**config.mk**
```make
export PLATFORM = sky130hd
export DESIGN_NAME = multi_div_ticker
export DESIGN_NICKNAME = d
export VERILOG_FILES = /design/src/rtl/multi_div_ticker.sv
export SDC_FILE = /design/constraint.sdc
export NUM_CORES = 1
export LEC_CHECK = 0
export ABC_AREA = 1
export BUFFER_PORTS_ARGS = -buffer_cell sky130_fd_sc_hd__buf_2
export CORE_ASPECT_RATIO = 1.1
export CORE_UTILIZATION = 55
export DETAILED_ROUTE_END_ITERATION = 6
export GPL_ROUTABILITY_DRIVEN = 0
export HOLD_SLACK_MARGIN = 0.08
export PLACE_DENSITY = 0.75
export SETUP_SLACK_MARGIN = 0.05
export SYNTH_ARGS = -nofsm -noshare
export SYNTH_HDL_FRONTEND = slang
export SYNTH_SLANG_ARGS = --single-unit
```
**constraint.sdc**
```tcl
create_clock -name clk -period 2.76 [get_ports clk]
set_clock_uncertainty 0.2 [all_clocks]
set_input_delay 0.414 -clock clk [delete_from_list [all_inputs] [get_ports clk]]
set_output_delay 0.414 -clock clk [all_outputs]
set_load 0.02 [all_outputs]
```
**src/rtl/multi_div_ticker.sv**
```systemverilog
// Free-running modulo-P counter with N_CH divisor channels flagging "count is a
// multiple of div[i]", plus a one-deep event register with a sticky drop flag.
module multi_div_ticker #(
  parameter int unsigned          N_CH        = 3,
  parameter int unsigned          W           = 8,
  parameter logic [W-1:0]         PERIOD_INIT = W'(100),
  parameter logic [N_CH*W-1:0]    DIV_INIT    = {8'd7, 8'd5, 8'd3},
  localparam int unsigned         AW          = $clog2(N_CH + 1)
) (
  input  logic            clk,
  input  logic            resetn,
  input  logic            en,
  input  logic            clr,
  input  logic            cfg_we,
  input  logic [AW-1:0]   cfg_addr,
  input  logic [W-1:0]    cfg_wdata,
  output logic [W-1:0]    count,
  output logic [N_CH-1:0] hit,
  output logic            all_hit,
  output logic            any_hit,
  output logic            wrap,
  output logic            ev_valid,
  output logic [W-1:0]    ev_count,
  output logic [N_CH-1:0] ev_hit,
  input  logic            ev_ready,
  output logic            ovf
);

  localparam logic [AW-1:0] PERIOD_ADDR = AW'(N_CH);

  logic [W-1:0]    period_q, period_d;
  logic [W-1:0]    count_q, count_d;
  logic [W-1:0]    div_q [N_CH];
  logic [W-1:0]    div_d [N_CH];
  logic [W-1:0]    res_q [N_CH];
  logic [W-1:0]    res_d [N_CH];
  logic            ovf_q, ovf_d;
  logic            ev_valid_q, ev_valid_d;
  logic [W-1:0]    ev_count_q, ev_count_d;
  logic [N_CH-1:0] ev_hit_q, ev_hit_d;

  logic [W-1:0]    last_cnt;
  logic [N_CH-1:0] div_sel;
  logic            per_sel;
  logic            cfg_ok;
  logic            ev_gen;

  // Residues track count mod div[i] incrementally, so hit needs no divider.
  always_comb begin
    for (int unsigned i = 0; i < N_CH; i++) begin
      hit[i]     = (div_q[i] != '0) && (res_q[i] == '0);
      div_sel[i] = (cfg_addr == AW'(i));
    end
    per_sel  = (cfg_addr == PERIOD_ADDR);
    cfg_ok   = per_sel || (div_sel != '0);
    last_cnt = (period_q == '0) ? '0 : period_q - W'(1);
    wrap     = en && (count_q == last_cnt);
    all_hit  = &hit;
    any_hit  = |hit;
  end

  always_comb begin
    period_d   = period_q;
    count_d    = count_q;
    div_d      = div_q;
    res_d      = res_q;
    ovf_d      = ovf_q;
    ev_valid_d = ev_valid_q;
    ev_count_d = ev_count_q;
    ev_hit_d   = ev_hit_q;
    ev_gen     = en && !cfg_we && !clr && any_hit;

    // Event register follows the consumer handshake independently of the
    // count-update priority below; only clr touches ovf from that side.
    if (ev_gen) begin
      if (!ev_valid_q || ev_ready) begin
        ev_valid_d = 1'b1;
        ev_count_d = count_q;
        ev_hit_d   = hit;
      end else begin
        ovf_d = 1'b1;
      end
    end else if (ev_ready) begin
      ev_valid_d = 1'b0;
    end

    if (cfg_we) begin
      if (cfg_ok) begin
        if (per_sel) period_d = cfg_wdata;
        for (int unsigned i = 0; i < N_CH; i++) begin
          if (div_sel[i]) div_d[i] = cfg_wdata;
          res_d[i] = '0;
        end
        count_d = '0;
      end
    end else if (clr) begin
      count_d = '0;
      ovf_d   = 1'b0;
      for (int unsigned i = 0; i < N_CH; i++) res_d[i] = '0;
    end else if (en) begin
      if (wrap) begin
        count_d = '0;
        for (int unsigned i = 0; i < N_CH; i++) res_d[i] = '0;
      end else begin
        count_d = count_q + W'(1);
        for (int unsigned i = 0; i < N_CH; i++)
          res_d[i] = (res_q[i] == div_q[i] - W'(1)) ? '0 : res_q[i] + W'(1);
      end
    end
  end

  always_ff @(posedge clk) begin
    if (!resetn) begin
      period_q   <= PERIOD_INIT;
      count_q    <= '0;
      ovf_q      <= 1'b0;
      ev_valid_q <= 1'b0;
      ev_count_q <= '0;
      ev_hit_q   <= '0;
      for (int unsigned i = 0; i < N_CH; i++) begin
        div_q[i] <= DIV_INIT[i*W +: W];
        res_q[i] <= '0;
      end
    end else begin
      period_q   <= period_d;
      count_q    <= count_d;
      div_q      <= div_d;
      res_q      <= res_d;
      ovf_q      <= ovf_d;
      ev_valid_q <= ev_valid_d;
      ev_count_q <= ev_count_d;
      ev_hit_q   <= ev_hit_d;
    end
  end

  assign count    = count_q;
  assign ovf      = ovf_q;
  assign ev_valid = ev_valid_q;
  assign ev_count = ev_count_q;
  assign ev_hit   = ev_hit_q;

endmodule

```
==> flow_summary_export.csv <==
group,metric,value,unit
run_status,outcome,"finished, final reports clean",
finish,final_area,5300,µm²
synthesis,synth_fp_nets,747,
sta,setup_viol,0,
synthesis,synthesis.area,4725,µm²
floorplanning,die_h,99.21,µm
sta,fin_crit_sh,0.9383,
floorplanning,die_x,90.37,µm
cts,cts_tree,"done",
power,total_leakage_power,2.295,nW
worst_hold_path,min_delay_path_depth,3,
cts,h-tree-depth,3,
route,wire_per_inst,13.48,µm
power,power_density,435.8,nW/µm²
setup_path,cp_top_family,"simple AND/OR/NAND/NOR gates",
synthesis,yosys.area_share.simple,0.3472,
synthesis,synth_xor_area_frac,0.07415,
worst_hold_path,worstHoldStart,"cfg_wdata[2]",
synthesis,synthCells,719,
sta,fmax,386.1,MHz
cts,clk_latency,0.35,ns
finish,fillers,748,
placement,io_buffer_count,42,
sta,drv_slew,0,
setup_path,rrSetupSlack,0.32,ns
sta,worst_slew_pin_slew,0.4733,ns
grt,gr-total-overflow,0,
synthesis,synth_top_family_by_area,"simple AND/OR/NAND/NOR gates",
floorplanning,die_area,8965,µm²
setup_path,rr_startpoint,"period_q[1]",
cts,cts_root_buf,"clkbuf_8",
setup_path,required,2.15,ns
setup_path,cp_cell_sequence,"inv_1, ha_1, nand3_2, nor2_2, nand3_1, nand4_1, nor3_1, buf_2",
grt,first_global_vias,4375,
synthesis,synth_area_per_cell,6.571,µm²
setup_path,reg2reg_to,"res_q[1]",
setup_path,crit_type,"register to output port",
finish,final-instance-count-excl-fill,882,
sta,period_minus_slack,2.590,ns
grt,grt_usage,0.2713,
finish,area_delta_synth_final,12.18,%
placement,hpwl,8.707,mm
floorplanning,ios,43,
sta,hold-worst-slack,0.1690,ns
power,p_total,2.310,mW
synthesis,synthMuxAreaShare,0,
synthesis,ys_ff_latch,77,
cts,clkSlewWorstSetupHoldPaths,0.07,ns
setup_path,worst_path_max_delay_cell,"dfxtp_2",
grt,grt_start_max_net_pins,33,
synthesis,yosysTopAreaCell,"dfxtp_1",
cts,cts_sinks,77,
grt,grt_first_pass_wirelength,19.71,mm
setup_path,worst_ep_arrival_time,1.98,ns
setup_path,cp_max_fo,4,
sta,hold_violations,0,
setup_path,cp-start-kind,"register",
setup_path,slowest_delay,0.35,ns
power,irDropWorstVdd,0.2305,mV
route,postRouteAntennaNets,0,
route,drc_errors,0,
floorplanning,rows,35,
worst_hold_path,hold_path_class,"primary input to register",
setup_path,endpoint_kind,"output port",
route,via_count,4722,
synthesis,synth_top_area_frac,0.3263,
finish,fin_nets,794,
route,first_iter_violations,238,
floorplanning,start_util,0.5648,
route,viasPerCell,5.354,
worst_hold_path,min_to,"div_q[2]",
grt,antenna_found_initial,0,
synthesis,synth_compound_area_frac,0.1290,
cts,cts_buffers,9,
synthesis,yosys_warnings,0,
route,wirelength,11.89,mm
finish,final_cell_mix,"nand2_1 (176), nor2_1 (84), inv_1 (77)",
placement,placed_cells,864,
synthesis,synthTopCellsByArea,"dfxtp_1 (33%), nand2_1 (14%), a21oi_1 (7.5%), nor2_1 (6.8%), inv_1 (6.1%)",
placement,placed_area,5059,µm²
setup_path,ff2ff_path_depth,15,
synthesis,synth-seq-area-share,0.3263,
floorplanning,core_area,8364,µm²
sta,grt_setup_unrepaired,"yes",
route,dr.pass1.iters,5,
synthesis,synth_fa_ha_area_frac,0.03178,
cts,postCtsHoldBufs,0,
setup_path,cp_num_buf_inv,2,
synthesis,synth_cell_types,36,
sta,relSlewSlack,0.6821,
cts,clock_path_buffers,2,
finish,final_common_cell,"nand2_1",
finish,layout-drive-gt1-share,0.1634,
flow_run,max-cap-violations,0,
finish,antenna_cells,0,
sta,setup-tns-final,0,ns
[worst min-delay path, stage by stage]
cell	delay, ns
buf_2	0.14
nand2_1	0.06
o211ai_1	0.07
[final cells by class]
type | count | area (µm²) | area share
clock buffer | 11 | 141.4 | 0.02668
sequential | 77 | 1543 | 0.2911
multi-input combinational | 535 | 2786 | 0.5257
clock inverter | 5 | 50.05 | 0.009443
inverter | 88 | 332.8 | 0.06280
timing repair buffer | 55 | 307.8 | 0.05807
tap | 111 | 138.9 | 0.02620
[kinds of logic after synthesis]
kind of cell	Yosys count
xor+xnor	40
fa+ha+maj	12
flops	77
simple gates	368
compound gates	115
buf+inv	107
[cell usage after synthesis]
cell      instances
a21oi_1          71
a21oi_2           1
buf_1             1
buf_2             3
buf_4             1
buf_6             3
clkbuf_1         10
clkbuf_2          1
clkinv_1          1
dfxtp_1          77
ha_1             12
inv_1            77
inv_2            10
nand2_1         176
nand2_2          21
nand2_4           1
nand3_1          45
nand3_2           2
nand3b_1          3
nand4_1           9
nand4_4           1
nor2_1           85
nor2_2            5
nor2_4            3
nor3_1           10
nor3_2            2
nor3b_2           1
nor4_1            3
o211ai_1          8
o21a_1            1
o21ai_0          30
o21ai_1           2
o21ai_2           2
or2_2             1
xnor2_1          12
xor2_1           28
[power by group]
group	internal, mW	switching [mW]
Sequential	1.14	0.0297
Clock	0.437	0.413
Combinational	0.0983	0.192
[metrics by stage]
stage,util,setup WS [ns]
after global routing,0.6337,0.04889
after floorplan,-,0.4557
after detailed placement,0.6048,0.2737
after global placement,0.6048,0.3411
after CTS,0.6289,0.07930
final,0.6337,0.1703
[layer usage]
metal	up-vias	global-route usage	share of wire
li1	2384	-	-
met1	2166	0.3240	0.44
met2	149	0.4909	0.49
met3	23	0.03287	0.050
met4	0	0.1179	0.021
met5	-	0	0
[flip-flops by register name, summed over array words and instances, names as in the netlist]
| signal | flops |
|---|---|
| ovf | 1 |
| period_q | 8 |
| ev_valid | 1 |
| div_q | 24 |
| count | 8 |
| res_q | 24 |
| ev_count | 8 |
| ev_hit | 3 |
[worst max-delay path by stage]
| stage | end | depth (start not counted) | start |
|---|---|---|---|
| floorplan | wrap | 13 | period_q[0] |
| global placement | wrap | 13 | period_q[0] |
| detailed placement | wrap | 13 | period_q[0] |
| CTS | wrap | 11 | period_q[0] |
| global route | wrap | 13 | period_q[0] |
| finish | all_hit | 8 | div_q[8] |
[what timing repair did]
action | CTS | global route
pin swaps | 1 | 2
setup buffers | 1 | 1
endpoints found under the setup margin | 1 | 3
resized for setup | 1 | 7
No activity file was read; power rests on OpenSTA's default activity.
